**src/rtl/key_press_reader.sv**
```systemverilog
// key_press_reader: debounced push-button front end.
// Each active-low KEY bit passes through a 2-flop synchroniser and then a debounce
// state machine. The outputs are a debounced level and 1-cycle press/release pulses.
// A 2-digit BCD counter counts KEY[0] presses for the HEX display drivers.
// Optional feature: define KEY_REPEAT_EN to get auto-repeat press pulses while a key is held.

module key_press_reader #(
    parameter int unsigned N_KEYS          = 2,
    parameter int unsigned DEBOUNCE_CYCLES = 50000,
    parameter int unsigned REPEAT_DELAY    = 25000000,
    parameter int unsigned REPEAT_PERIOD   = 10000000
) (
    input  logic              CLK,
    input  logic              RST,
    input  logic [N_KEYS-1:0] KEY,
    input  logic              CLR_COUNT,
    output logic [N_KEYS-1:0] PRESSED,
    output logic [N_KEYS-1:0] PRESS_PULSE,
    output logic [N_KEYS-1:0] RELEASE_PULSE,
    output logic [7:0]        COUNT_BCD
);

    // Debounce counter holds at most DEBOUNCE_CYCLES-1, so this width never wraps.
    localparam int unsigned CntW = $clog2(DEBOUNCE_CYCLES + 1);

`ifdef KEY_REPEAT_EN
    localparam int unsigned RptMax = (REPEAT_DELAY > REPEAT_PERIOD) ? REPEAT_DELAY
                                                                    : REPEAT_PERIOD;
    localparam int unsigned RptW   = $clog2(RptMax + 1);
`else
    // Repeat configuration has no effect in this build.
    logic unused_repeat_cfg;
    assign unused_repeat_cfg = ^{REPEAT_DELAY, REPEAT_PERIOD};
`endif

    typedef enum logic [1:0] {
        StIdle,
        StPwait,
        StHeld,
        StRwait
    } state_e;

    // ------------------------------------------------------------------
    // Synchroniser: invert to active-high, two flops against metastability.
    // ------------------------------------------------------------------
    logic [N_KEYS-1:0] meta_q, meta_d;
    logic [N_KEYS-1:0] sync_q, sync_d;

    // Next state of the synchroniser chain.
    always_comb begin
        meta_d = ~KEY;
        sync_d = meta_q;
    end

    // Synchroniser flops reset to the released state.
    always_ff @(posedge CLK or posedge RST) begin
        if (RST) begin
            meta_q <= '0;
            sync_q <= '0;
        end else begin
            meta_q <= meta_d;
            sync_q <= sync_d;
        end
    end

    // ------------------------------------------------------------------
    // Per-key debounce state machine.
    // ------------------------------------------------------------------
    for (genvar i = 0; i < N_KEYS; i++) begin : gen_key
        state_e          state_q, state_d;
        logic [CntW-1:0] cnt_q, cnt_d, cnt_inc;
        logic            pressed_q, pressed_d;
        logic            press_q, press_d;
        logic            release_q, release_d;
        logic            s;
`ifdef KEY_REPEAT_EN
        logic [RptW-1:0] rpt_q, rpt_d, rpt_inc, rpt_target;
        logic            rpt_first_q, rpt_first_d;
`endif

        assign s       = sync_q[i];
        assign cnt_inc = cnt_q + CntW'(1);

`ifdef KEY_REPEAT_EN
        assign rpt_inc    = rpt_q + RptW'(1);
        // First repeat waits REPEAT_DELAY, later ones REPEAT_PERIOD.
        assign rpt_target = rpt_first_q ? RptW'(REPEAT_PERIOD) : RptW'(REPEAT_DELAY);
`endif

        // Debounce next-state: a change is accepted only after DEBOUNCE_CYCLES stable samples.
        always_comb begin
            state_d     = state_q;
            cnt_d       = cnt_q;
            pressed_d   = pressed_q;
            press_d     = 1'b0;
            release_d   = 1'b0;
`ifdef KEY_REPEAT_EN
            // Repeat timer only survives while the key stays in HELD.
            rpt_d       = '0;
            rpt_first_d = 1'b0;
`endif
            unique case (state_q)
                StIdle: begin
                    if (s) begin
                        state_d = StPwait;
                        cnt_d   = CntW'(1);
                    end
                end
                StPwait: begin
                    if (!s) begin
                        state_d = StIdle;
                        cnt_d   = '0;
                    end else if (cnt_inc == CntW'(DEBOUNCE_CYCLES)) begin
                        state_d   = StHeld;
                        cnt_d     = '0;
                        pressed_d = 1'b1;
                        press_d   = 1'b1;
                    end else begin
                        cnt_d = cnt_inc;
                    end
                end
                StHeld: begin
                    if (!s) begin
                        state_d = StRwait;
                        cnt_d   = CntW'(1);
                    end
`ifdef KEY_REPEAT_EN
                    else if (rpt_inc == rpt_target) begin
                        press_d     = 1'b1;
                        rpt_first_d = 1'b1;
                    end else begin
                        rpt_d       = rpt_inc;
                        rpt_first_d = rpt_first_q;
                    end
`endif
                end
                StRwait: begin
                    if (s) begin
                        state_d = StHeld;
                        cnt_d   = '0;
                    end else if (cnt_inc == CntW'(DEBOUNCE_CYCLES)) begin
                        state_d   = StIdle;
                        cnt_d     = '0;
                        pressed_d = 1'b0;
                        release_d = 1'b1;
                    end else begin
                        cnt_d = cnt_inc;
                    end
                end
                default: begin
                    state_d   = StIdle;
                    cnt_d     = '0;
                    pressed_d = 1'b0;
                end
            endcase
        end

        // Debounce state, counter and registered outputs; reset discards any partial window.
        always_ff @(posedge CLK or posedge RST) begin
            if (RST) begin
                state_q     <= StIdle;
                cnt_q       <= '0;
                pressed_q   <= 1'b0;
                press_q     <= 1'b0;
                release_q   <= 1'b0;
`ifdef KEY_REPEAT_EN
                rpt_q       <= '0;
                rpt_first_q <= 1'b0;
`endif
            end else begin
                state_q     <= state_d;
                cnt_q       <= cnt_d;
                pressed_q   <= pressed_d;
                press_q     <= press_d;
                release_q   <= release_d;
`ifdef KEY_REPEAT_EN
                rpt_q       <= rpt_d;
                rpt_first_q <= rpt_first_d;
`endif
            end
        end

        assign PRESSED[i]       = pressed_q;
        assign PRESS_PULSE[i]   = press_q;
        assign RELEASE_PULSE[i] = release_q;
    end

    // ------------------------------------------------------------------
    // BCD press counter for KEY[0]; counts the registered press pulse.
    // ------------------------------------------------------------------
    logic [7:0] count_q, count_d;

    // BCD increment with carry and 99 -> 00 rollover; clear has priority.
    always_comb begin
        count_d = count_q;
        if (CLR_COUNT) begin
            count_d = 8'h00;
        end else if (PRESS_PULSE[0]) begin
            if (count_q[3:0] == 4'd9) begin
                count_d[3:0] = 4'd0;
                if (count_q[7:4] == 4'd9) begin
                    count_d[7:4] = 4'd0;
                end else begin
                    count_d[7:4] = count_q[7:4] + 4'd1;
                end
            end else begin
                count_d[3:0] = count_q[3:0] + 4'd1;
            end
        end
    end

    // Counter register.
    always_ff @(posedge CLK or posedge RST) begin
        if (RST) begin
            count_q <= 8'h00;
        end else begin
            count_q <= count_d;
        end
    end

    assign COUNT_BCD = count_q;

endmodule

```
**config.mk**
```make
export PLATFORM = sky130hd
export DESIGN_NAME = key_press_reader
export DESIGN_NICKNAME = d
export VERILOG_FILES = /design/src/rtl/key_press_reader.sv
export SDC_FILE = /design/constraint.sdc
export NUM_CORES = 1
export LEC_CHECK = 0
export ABC_CLOCK_PERIOD_IN_PS = 7450
export CORE_ASPECT_RATIO = 1.2
export CORE_UTILIZATION = 60
export DETAILED_ROUTE_END_ITERATION = 16
export DONT_BUFFER_PORTS = 1
export PLACE_DENSITY = 0.77
export SETUP_SLACK_MARGIN = 0.3
export SLEW_MARGIN = 5
export SYNTH_ARGS = -nofsm -noshare
export SYNTH_HDL_FRONTEND = slang
export SYNTH_SLANG_ARGS = --single-unit
```
**constraint.sdc**
```tcl
create_clock -name CLK -period 7.45 [get_ports CLK]
set_input_delay 1.8625 -clock CLK [delete_from_list [all_inputs] [get_ports CLK]]
set_output_delay 1.8625 -clock CLK [all_outputs]
set_load 0.02 [all_outputs]
```
After elaboration in Yosys (flattened, before gate mapping)
Cells that the tools add are included.
{ "word_totals": {"input_bits": 5, "output_inout_bits": 14, "word_cells": 109, "register_bits": 54} }
{ "op_classes": {"n_addsub": 4, "n_reduce_logical": 13, "eq_ne": 26, "bitwise": 1, "mux": 51} }
{ "op_table": {"columns": ["cell", "n"], "rows": [
  ["2-to-1 mux 16 bit", 10],
  ["case mux 16 bit (4 select lines)", 2],
  ["adder 16 x 1 -> 16 bit (second input constant)", 2],
  ["== test 16 bit (second input constant)", 2],
  ["2-to-1 mux 2 bit", 12],
  ["!= test 2 bit (second input constant)", 12],
  ["2-to-1 mux 1 bit", 18],
  ["2-to-1 mux 8 bit", 2],
  ["case mux 2 bit (4 select lines)", 2],
  ["2-to-1 mux 4 bit", 3],
  ["!= test 3 bit (second input constant)", 4],
  ["AND reduction 5 bit", 2],
  ["adder 4 x 1 -> 4 bit (second input constant)", 2],
  ["== test 2 bit (second input constant)", 4],
  ["== test 4 bit (second input constant)", 2],
  ["AND reduction 4 bit", 2],
  ["nonzero test 2 bit", 4],
  ["AND reduction 2 bit", 3],
  ["== test 2 x 1 -> 1 bit (second input constant)", 2],
  ["logical NOT 2 bit", 2],
  ["case mux 1 bit (2 select lines)", 2],
  ["inverter 2 bit", 1]
]} }

Logic depth before layout (Yosys ltp)
Gate-level depths: netlist (run 1).
{ "logic_depth": {"word_depth": 5, "ltp_mapped": 10, "ltp_nobuf": 8} }

Worst setup path after synthesis (run 1)
No wires, ideal clock.
{ "synth_path": {"path_type": "input port to flip-flop", "start": "input port CLR_COUNT", "end": "register count_q[4] (netlist: COUNT_BCD[4])", "setup_slack_ns": 4.823, "cell_stages": 3, "t_arrival_ns": 2.503, "required_time_ns": 7.325, "cell_sequence": "a21oi_1 > nor2_1 > mux2_2"} }
{ "synth_via": {"elab_chain_cells": 2, "word_cells_on_any_way": 4} }
{ "synth_rtl": {"columns": ["element", "line", "rtl"], "rows": [
  ["start, declared", "16", "input logic CLR_COUNT,"],
  ["nonzero test 2 bit (no source line)", null, null],
  ["AND reduction 2 bit (no source line)", null, null],
  ["end signal, assigned", "217", "count_q <= count_d;"],
  ["end, declared", "191", "logic [7:0] count_q, count_d;"]
]} }
Several ways; a longest one is shown, not always the timed one.
A chain may end at the register's enable or synchronous reset.

Worst setup path in the final report (run 1)
{ "layout_path": {"start": "register gen_key[0].cnt_q[0]", "end": "register gen_key[0].cnt_q[15]"} }
{ "layout_via": {"elab_chain_cells": 5, "word_cells_on_any_way": 6} }
{ "layout_rtl": {"columns": ["element", "line", "rtl"], "rows": [
  ["start, declared", "71", "logic [CntW-1:0] cnt_q, cnt_d, cnt_inc;"],
  ["start signal, assigned", "172", "cnt_q <= cnt_d;"],
  ["adder 16 x 1 -> 16 bit *", "82", "assign cnt_inc = cnt_q + CntW'(1);"],
  ["== test 16 bit", "113, 141", null],
  ["2-to-1 mux 16 bit *", "113, 141", null],
  ["2-to-1 mux 16 bit, on equally long branches", "138, 110", null],
  ["case mux 16 bit (4 select lines) *", "102", "unique case (state_q)"]
]} }
Mark *: on every way between the ends. The rest lies on a longest branch, timed or not.

==> metrics.txt, run 1 <==
IO buf count 0; boundary pin count 19; 1st-iter DRT viols 141; CTS tree done; final setup violation count 0; Post-Syn Area 0.003201 mm^2; vias per inst 6.190; pwr dens 160.0 mW/mm^2; Vert. Die Dim 82.01 um; drt pass-1 iters 4; maximum vdd ir drop 0.1177 mV; htree depth 2; post-synth top area share 0.4222; Post-Syn Instances 361; first-pass GRT wire length 10540 um; Max Cap Violations 0; EDFF count, synth 0; Req. time, crit path 7.65 ns; Antenna Cells 0; FMAX 301.0 MHz; top cell type by total area after synthesis dfrtp_1; setup bufs post-CTS 0; Cell variety after synth 65; most frequent cell after synthesis dfrtp_1; Seq/Total Area, Yosys 0.4222; Routed WL 6512 um; period utilization 0.4459; FFs w/ async S/R, synth 1.000; clk_lat worst skew 0.31 ns; routed len/inst 16.04 um; Core ar. 0.005045 mm^2; Tot GR Track Use 0.2534; routability cong. 0.8572; Fin Setup TNS 0 ns; Syn Area/Cell 8.866 um^2; Syn Nets 373; Area Growth Syn to Fin 0.9773%; Final Power 0.5171 mW; top post-synthesis cells by area dfrtp_1 42%, nand2_1 5.4%, o21ai_0 4.1%, nand3_1 3.1%, ha_1 2.7%; Clock Path Buffers 2; clock sinks 54; grt total ovfl 0; CP startpoint kind flop; WP data arrival 3.52 ns; min-delay worst type reg2reg; Die X 68.67 um; RSZ-0062 raised after global routing no; number of synthesized register bits 54; Final Skew 0.01213 ns; met2 usage 0.4314; proportion of layout cells with a drive suffix above 1 0.08960; vias in the first global route 2357; routed vias 2513; Final Hold Slack 0.3543 ns; Net count, final 357; initial antenna violation count 0; Yosys warnings 0; post-route ant nets 0; cts hold-fix bufs 0; worst setup path category reg2reg; post-cts sizing count 0; GRT Max-Usage Layer met2; Post-synth top cells 54 x dfrtp_1, 46 x nand2_1, 26 x o21ai_0; worst rel slew slack 0.3491; fin. max-slew vios 0; DRC violations left 0; row count 28; Least-Margin Pin Slew 0.9728 ns; grt met3 use 0.03472; post-layout minimum cycle time 3.322 ns; CTS buffer count 5; met1 Use GR 0.3062; top_reg_cell synth dfrtp_1; HPWL Detailed 4513 um; root buf cell clkbuf_8; die area 0.005631 mm^2; non-filler cells, final 406; Setup crit end kind flop; largest net degree at the start of global routing 55; Placed Cells 398; critical path peak fanout 11; Final Hold Viols 0; fillcell total 440; Leak 1.356 nW; initial core utilization 0.6344; clock-pin slew on the worst setup and hold paths 0.10 ns; status finished, final reports clean
routing by layer:
metal  wire length (um)  vias up  part of all wire
met5                  0        -                 0
met4                181        0             0.028
met3                146       18             0.022
met2               3361       38              0.52
met1               2824     1203              0.43
li1                   -     1254                 -
worst paths after layout:
| check | from | to | slack, ns | cells past startpoint |
|---|---|---|---|---|
| hold reg to reg | meta_q[0] | sync_q[0] | 0.35 | 0 |
| hold / removal | meta_q[0] | sync_q[0] | 0.35 | 0 |
| min in group asynchronous | RST | gen_key[1].press_q | 1.61 | 2 |
| max in group asynchronous | RST | sync_q[0] | 5.39 | 2 |
| setup reg to reg | gen_key[0].cnt_q[0] | gen_key[0].cnt_q[15] | 4.13 | 8 |
| setup / recovery | gen_key[0].cnt_q[0] | gen_key[0].cnt_q[15] | 4.13 | 8 |
placed cells by master (no fill, tap or decap), types with 3 or more instances in the layout:
cell type / count
nand2_1: 46
nor2_1: 21
o21ai_0: 26
ha_1: 7
dfrtp_1: 54
nand4_1: 12
nor3b_1: 5
o22ai_1: 3
nand3b_1: 3
xor2_1: 7
a31oi_1: 7
nor2b_1: 3
inv_1: 12
xnor2_1: 4
clkbuf_8: 5
a21boi_0: 4
nor4_1: 4
nor3_1: 16
mux2i_1: 3
and2_1: 4
a21o_1: 5
nand3_1: 20
o31ai_1: 4
a21oi_1: 16
cells by family (layout without fill, tap and decap cells):
| logic type | count (synthesis) | after routing | share of synthesized area |
|---|---|---|---|
| adders and majority gates | 7 | 7 | 0.02736 |
| muxes | 5 | 5 | 0.01759 |
| buffers and inverters | 37 | 22 | 0.05942 |
| DFF | 54 | 54 | 0.4222 |
| and+or+nand+nor | 160 | 160 | 0.2658 |
| xor gates and xnor gates | 11 | 11 | 0.03010 |
| AOI/OAI and AO/OA | 87 | 87 | 0.1775 |
power by group:
group	internal, mW	switching [mW]	leakage [nW]
clock	0.0663	0.0991	0.0441
combinational	0.0123	0.0248	0.581
sequential	0.300	0.0147	0.731
registers in the layout, indices dropped and copies added, names as in the netlist, named ones only:
name	cells
gen_key.cnt_q	32
COUNT_BCD	8
gen_key.press_q	2
gen_key.pressed_q	2
gen_key.release_q	2
gen_key.state_q	2
meta_q	2
sync_q	2
critical path, cell delays in order (launching register included):
cell and delay (ns):
dfrtp_1 0.53, ha_1 0.42, nand3_2 0.16, or4_4 0.59, mux2i_1 0.19, o2111ai_1 0.16, o31ai_2 0.72, nor2_1 0.14
a211o_1 0.31
final cells by class:
| type | instances | area [um^2] | share of cell area |
|---|---|---|---|
| Multi-Input combinational cell | 270 | 1659 | 0.5134 |
| Sequential cell | 54 | 1351 | 0.4181 |
| Tap cell | 60 | 75.07 | 0.02323 |
| Clock buffer | 5 | 68.82 | 0.02129 |
| Inverter | 13 | 48.80 | 0.01510 |
| Clock inverter | 3 | 21.27 | 0.006581 |
| Timing Repair Buffer | 1 | 7.507 | 0.002323 |
per-stage QoR:
stage	util	setup slack [ns]	cell area (um^2)
4_1_cts	0.6406	4.179	3232
3_5_place_dp	0.6228	4.198	3142
2_1_floorplan	-	4.273	3201
5_1_grt	0.6406	3.882	3232
3_3_place_gp	0.6228	4.382	3142
6_report	0.6406	4.128	3232
Note: power is estimated with default switching activity, not from simulation.
==> run 2: changes to the inputs <==
- ABC_CLOCK_PERIOD_IN_PS: 7450 -> 2700
- CORE_UTILIZATION: 60 -> 57
- PLACE_DENSITY: 0.77 -> 0.76
- clock period: 7.45 -> 2.7 ns (I/O delays scaled with it)
==> run 2 against run 1 <==
Combinational power grew to 3.6 times the previous value. Die area is 5.1% higher. Flip-flop and latch count stayed put. Count of clock-buffer cells in the layout stayed put. Critical path type unchanged. Largest cell class unchanged. Largest power group unchanged.
==> metrics.txt, run 2 (synthesis gave the netlist of run 1 again) <==
status finished, final reports clean (unchanged); Req. time, crit path 2.91 ns (was 7.65 ns); max reg flops 32 (unchanged); Antenna Cells 0 (unchanged); vias per inst 6.195 (was 6.190); 1st-iter DRT viols 146 (was 141); FMAX 411.0 MHz (was 301.0 MHz); critical path peak fanout 5 (was 11); pwr dens 424.3 mW/mm^2 (was 160.0 mW/mm^2); first-pass GRT wire length 11690 um (was 10540 um); largest register by flop count gen_key.cnt_q (unchanged); vias in the first global route 2577 (was 2357); RSZ-0062 raised after global routing yes (was no); Core ar. 0.005334 mm^2 (was 0.005045 mm^2); initial core utilization 0.6000 (was 0.6344); IO buf count 0 (unchanged); Final Hold Slack 0.2879 ns (was 0.3543 ns); die area 0.005920 mm^2 (was 0.005631 mm^2); routed len/inst 15.96 um (was 16.04 um); Clock Path Buffers 2 (unchanged); drt pass-1 iters 4 (unchanged); Register Area 0.001361 mm^2 (was 0.001351 mm^2); Fin Setup TNS 0 ns (unchanged); grt total ovfl 0 (unchanged); fillcell total 440 (unchanged); boundary pin count 19 (unchanged); Leak 1.430 nW (was 1.356 nW); CTS tree done (unchanged); post-route ant nets 0 (unchanged); Multi-input gate area 0.001749 mm^2 (was 0.001659 mm^2); Final Skew 0.009980 ns (was 0.01213 ns); maximum vdd ir drop 0.2867 mV (was 0.1177 mV); CP top delay family simple AND/OR/NAND/NOR gates (was compound AO/OA/AOI/OAI gates); routability cong. 0.8948 (was 0.8572); DRC violations left 0 (unchanged); fin. max-slew vios 0 (unchanged); CTS buffer count 5 (unchanged); Area Growth Syn to Fin 8.288% (was 0.9773%); clock-pin slew on the worst setup and hold paths 0.11 ns (was 0.10 ns); r2r worst-path depth 9 (was 8); post-layout minimum cycle time 2.433 ns (was 3.322 ns); final setup violation count 0 (unchanged); clk_lat worst skew 0.32 ns (was 0.31 ns); proportion of layout cells with a drive suffix above 1 0.1818 (was 0.08960); Worst R2R Start gen_key[0].cnt_q[0] (unchanged); WP data arrival 2.64 ns (was 3.52 ns); Worst path slowest cell or4_4 (was o31ai_2); HPWL Detailed 4740 um (was 4513 um); htree depth 2 (unchanged); reg2reg end gen_key[0].cnt_q[15] (unchanged); Max Cap Violations 0 (unchanged); routed vias 2633 (was 2513); worst setup path category reg2reg (unchanged); Reg2Reg Setup Slack 0.27 ns (was 4.13 ns); Routed WL 6785 um (was 6512 um); Tot GR Track Use 0.2481 (was 0.2534); Setup crit end kind flop (unchanged); clock sinks 54 (unchanged); Max stage delay on crit path 0.56 ns (was 0.72 ns); Vert. Die Dim 84.09 um (was 82.01 um); CP bufs+invs 1 (was 0); period utilization 0.9011 (was 0.4459); largest net degree at the start of global routing 29 (was 55); initial antenna violation count 0 (unchanged); root buf cell clkbuf_8 (unchanged); Die X 70.41 um (was 68.67 um); worst rel slew slack 0.3620 (was 0.3491); Final Hold Viols 0 (unchanged); Least-Margin Pin Slew 0.9535 ns (was 0.9728 ns); most frequent cells in the layout 46 x dfrtp_1, 46 x nand2_1, 26 x o21ai_0, 20 x nand3_1, 20 x nor2_1 (was 54 x dfrtp_1, 46 x nand2_1, 26 x o21ai_0, 21 x nor2_1, 20 x nand3_1); row count 29 (was 28); CP startpoint kind flop (unchanged); critical path, cell by cell ha_4 > nand3_4 > or4_4 > mux2i_1 > o2111ai_2 > o31ai_2 > buf_4 > nor2_2 > a211o_1 (was ha_1 > nand3_2 > or4_4 > mux2i_1 > o2111ai_1 > o31ai_2 > nor2_1 > a211o_1); min-delay worst type in2async (was reg2reg); Net count, final 374 (was 357)
## run 2: cell types whose count changed in the layout (fill, tap and decap cells not counted), moves of 2 or more
cell,before,now
dfrtp_2,0,8
ha_4,0,2
ha_1,7,5
nor3_2,1,3
nor3b_1,5,3
dfrtp_1,54,46
nor3_1,16,14
buf_4,1,18
## run 2: power breakdown
| part | switching [mW] | internal [mW] | leakage, nW |
|---|---|---|---|
| logic | 0.0807 | 0.0527 | 0.666 |
| registers | 0.0369 | 0.829 | 0.719 |
| clock network | 0.283 | 0.188 | 0.0447 |
| total | 0.401 | 1.07 | 1.43 |
## run 2: repair_timing
action / 4_1_cts / 5_1_grt
resized for setup: 3 / 14
setup buffers: 3 / 6
setup endpoints to repair: 19 / 22
pin swaps: 2 / 8
hold buffers: 0 / 0
## run 2: worst register-to-register path: stages, from the launching register on
cell and delay (ns):
dfrtp_1 0.40, ha_4 0.18, nand3_4 0.09, or4_4 0.56
mux2i_1 0.20, o2111ai_2 0.15, o31ai_2 0.28, buf_4 0.18
nor2_2 0.03, a211o_1 0.25
## run 2: final cells by class
type	count	share of cell area
clock buffers	5	0.01986
clock inverters	3	0.007220
inverters	13	0.01408
multi-input cells	270	0.5047
flip-flops and latches	54	0.3928
well taps	62	0.02238
repair buffers	18	0.03899
## run 2: worst max-delay path by stage
stage | startpoint | to | slack, ns | cells past startpoint
2_1_floorplan | gen_key[0].cnt_q[1] | gen_key[0].cnt_q[15] | 0.29 | 10
3_3_place_gp | gen_key[0].cnt_q[1] | flop | 0.21 | 8
3_5_place_dp | gen_key[0].cnt_q[1] | flop | 0.16 | 8
4_1_cts | gen_key[0].cnt_q[0] | gen_key[0].cnt_q[15] | 0.26 | 9
5_1_grt | gen_key[0].cnt_q[0] | gen_key[0].cnt_q[15] | 0.13 | 9
6_report | gen_key[0].cnt_q[0] | gen_key[0].cnt_q[15] | 0.27 | 9
## run 2: routing by layer
| metal | share of wire | track usage | wire length (um) |
|---|---|---|---|
| met1 | 0.44 | 0.2974 | 2978 |
| met2 | 0.51 | 0.4286 | 3455 |
| met3 | 0.024 | 0.04106 | 160 |
| met4 | 0.028 | 0.1164 | 190 |
| met5 | 0 | 0 | 0 |
## run 2: metrics by stage
step | power [mW] | utilization | area [um^2] | worst slack (ns) | std cells
2_1_floorplan | 0.9679 | - | 3233 | 0.2855 | 361
3_3_place_gp | 0.9959 | 0.6069 | 3237 | 0.2134 | 408
3_5_place_dp | 1.002 | 0.6069 | 3237 | 0.1627 | 408
4_1_cts | 1.477 | 0.6317 | 3369 | 0.2579 | 419
5_1_grt | 1.537 | 0.6498 | 3466 | 0.1329 | 425
6_report | 1.471 | 0.6498 | 3466 | 0.2671 | 425
==> run 3: changes to the inputs <==
- PLACE_DENSITY: 0.76 -> unset
- PLACE_DENSITY_LB_ADDON: unset -> 0.1
==> run 3 against run 2 <==
Worst hold slack worse by 0.038 ns. Via count up 3.9%. Flip-flop and latch count unchanged. Clock skew down 0.0014 ns. Core utilization up 1.1 points. Total power down 0.34%. Combinational power up 4%. Setup slack worse by 0.028 ns. Cell count up 0.47%.
==> metrics.txt, run 3 (synthesis gave the netlist of run 1 again) <==
status finished, final reports clean (unchanged); CTS buffer count 5 (unchanged); final setup violation count 0 (unchanged); htree depth 2 (unchanged); Clock Path Buffers 2 (unchanged); routed len/inst 16.08 um (was 15.96 um); pwr dens 415.8 mW/mm^2 (was 424.3 mW/mm^2); drt pass-1 iters 6 (was 4); Fin Setup TNS 0 ns (unchanged); Leak 1.461 nW (was 1.430 nW); die area 0.005920 mm^2 (unchanged); max reg flops 32 (unchanged); routability cong. 0.8716 (was 0.8948); maximum vdd ir drop 0.2610 mV (was 0.2867 mV); clock-pin slew on the worst setup and hold paths 0.10 ns (was 0.11 ns); WP data arrival 2.66 ns (was 2.64 ns); post-route ant nets 0 (unchanged); most frequent cells in the layout 48 x dfrtp_1, 46 x nand2_1, 26 x o21ai_0, 19 x nand3_1, 19 x nor2_1 (was 46 x dfrtp_1, 46 x nand2_1, 26 x o21ai_0, 20 x nand3_1, 20 x nor2_1); RSZ-0062 raised after global routing yes (unchanged); worst setup path category reg2reg (unchanged); cts hold-fix bufs 0 (unchanged); grt total ovfl 0 (unchanged); Setup crit end kind flop (unchanged); clock sinks 54 (unchanged); CP startpoint kind flop (unchanged); proportion of layout cells with a drive suffix above 1 0.1945 (was 0.1818); FMAX 406.4 MHz (was 411.0 MHz); Routed WL 6868 um (was 6785 um); IO buf count 0 (unchanged); commonest non-fill, non-tap cell in the layout dfrtp_1; Final Hold Viols 0 (unchanged); root buf cell clkbuf_8 (unchanged); HPWL Detailed 4544 um (was 4740 um); worst rel slew slack 0.4749 (was 0.3620); Area Growth Syn to Fin 10.13% (was 8.288%); Max Cap Violations 0 (unchanged); non-filler cells, final 427 (was 425); met1 Use GR 0.3030 (was 0.2974); DRC violations left 0 (unchanged); 1st-iter DRT viols 177 (was 146); met2 usage 0.3827 (was 0.4286); Req. time, crit path 2.90 ns (was 2.91 ns); row count 29 (unchanged); Vert. Die Dim 84.09 um (unchanged); fin. max-slew vios 0 (unchanged); grt met3 use 0.03865 (was 0.04106); Least-Margin Pin Slew 0.7847 ns (was 0.9535 ns); clk_lat worst skew 0.31 ns (was 0.32 ns); Final Power 1.466 mW (was 1.471 mW); Antenna Cells 0 (unchanged); boundary pin count 19 (unchanged); initial core utilization 0.6000 (unchanged); Core ar. 0.005334 mm^2 (unchanged); period utilization 0.9114 (was 0.9011); first-pass GRT wire length 11190 um (was 11690 um); post-layout minimum cycle time 2.461 ns (was 2.433 ns); routed vias 2735 (was 2633); CTS tree done (unchanged); min-delay worst type in2async (unchanged); Net count, final 376 (was 374); largest register by flop count gen_key.cnt_q (unchanged); Tot GR Track Use 0.2335 (was 0.2481); Final Skew 0.008587 ns (was 0.009980 ns); GRT Max-Usage Layer met2 (unchanged); Die X 70.41 um (unchanged); Placed Cells 409 (was 408); initial antenna violation count 0 (unchanged); largest net degree at the start of global routing 23 (was 29); critical path peak fanout 8 (was 5); vias in the first global route 2411 (was 2577); vias per inst 6.405 (was 6.195)
## run 3: path summary, 6_finish.rpt
kind / slack, ns / from / cells past startpoint / endpoint
setup reg to reg: 0.24 / gen_key[0].cnt_q[1] / 9 / gen_key[0].cnt_q[15]
max in group asynchronous: 1.84 / RST / 2 / gen_key[0].cnt_q[1]
setup / recovery: 0.24 / gen_key[0].cnt_q[1] / 9 / gen_key[0].cnt_q[15]
hold reg to reg: 0.35 / meta_q[1] / 0 / sync_q[1]
hold / removal: 0.25 / RST / 1 / gen_key[1].cnt_q[5]
min in group CLK: 0.35 / meta_q[1] / 0 / sync_q[1]
## run 3: per-stage QoR
step	hold WS, ns	utilization	setup slack, ns	area, um^2
final	0.2498	0.6608	0.2391	3525
after CTS	0.2612	0.6348	0.2607	3386
after global routing	0.2782	0.6608	0.1533	3525
after global placement	0.3326	0.6083	0.1945	3244
after floorplan	0.3312	-	0.2855	3233
after detailed placement	0.3365	0.6083	0.1375	3244
## run 3: layout make-up
class,instances,area [um^2]
Inverter,13,48.80
Tap cell,62,77.57
Timing Repair Buffer,19,146.4
Sequential cell,54,1359
Clock buffer,5,68.82
Fill cell,449,1809
Multi-Input combinational cell,271,1799
Clock inverter,3,25.02
## run 3: what timing repair did
item | 4_1_cts | 5_1_grt
buffers inserted | 2 | 7
resized for setup | 7 | 16
endpoints found under the setup margin | 18 | 21
pin swaps | 2 | 8
cloned | 0 | 1
## run 3: layer usage
metal  routed length (um)  up-vias
met4                  193        0
li1                     -     1310
met1                 2910     1309
met5                    0        -
met2                 3474       90
met3                  289       26
## run 3: power breakdown
group	total [mW]	switching, mW	internal [mW]	leakage [nW]
Sequential	0.865	0.0361	0.829	0.723
Combinational	0.138	0.0827	0.0549	0.694
Clock	0.462	0.275	0.188	0.0447
## run 3: critical path, cell delays in order, from the launching register on
cell and delay (ns):
dfrtp_2 0.40, ha_4 0.16, and3_2 0.20, or2b_2 0.32
a211oi_1 0.29, o2111ai_2 0.21, o31ai_2 0.28, buf_4 0.20
nor2_2 0.04, a211o_1 0.25
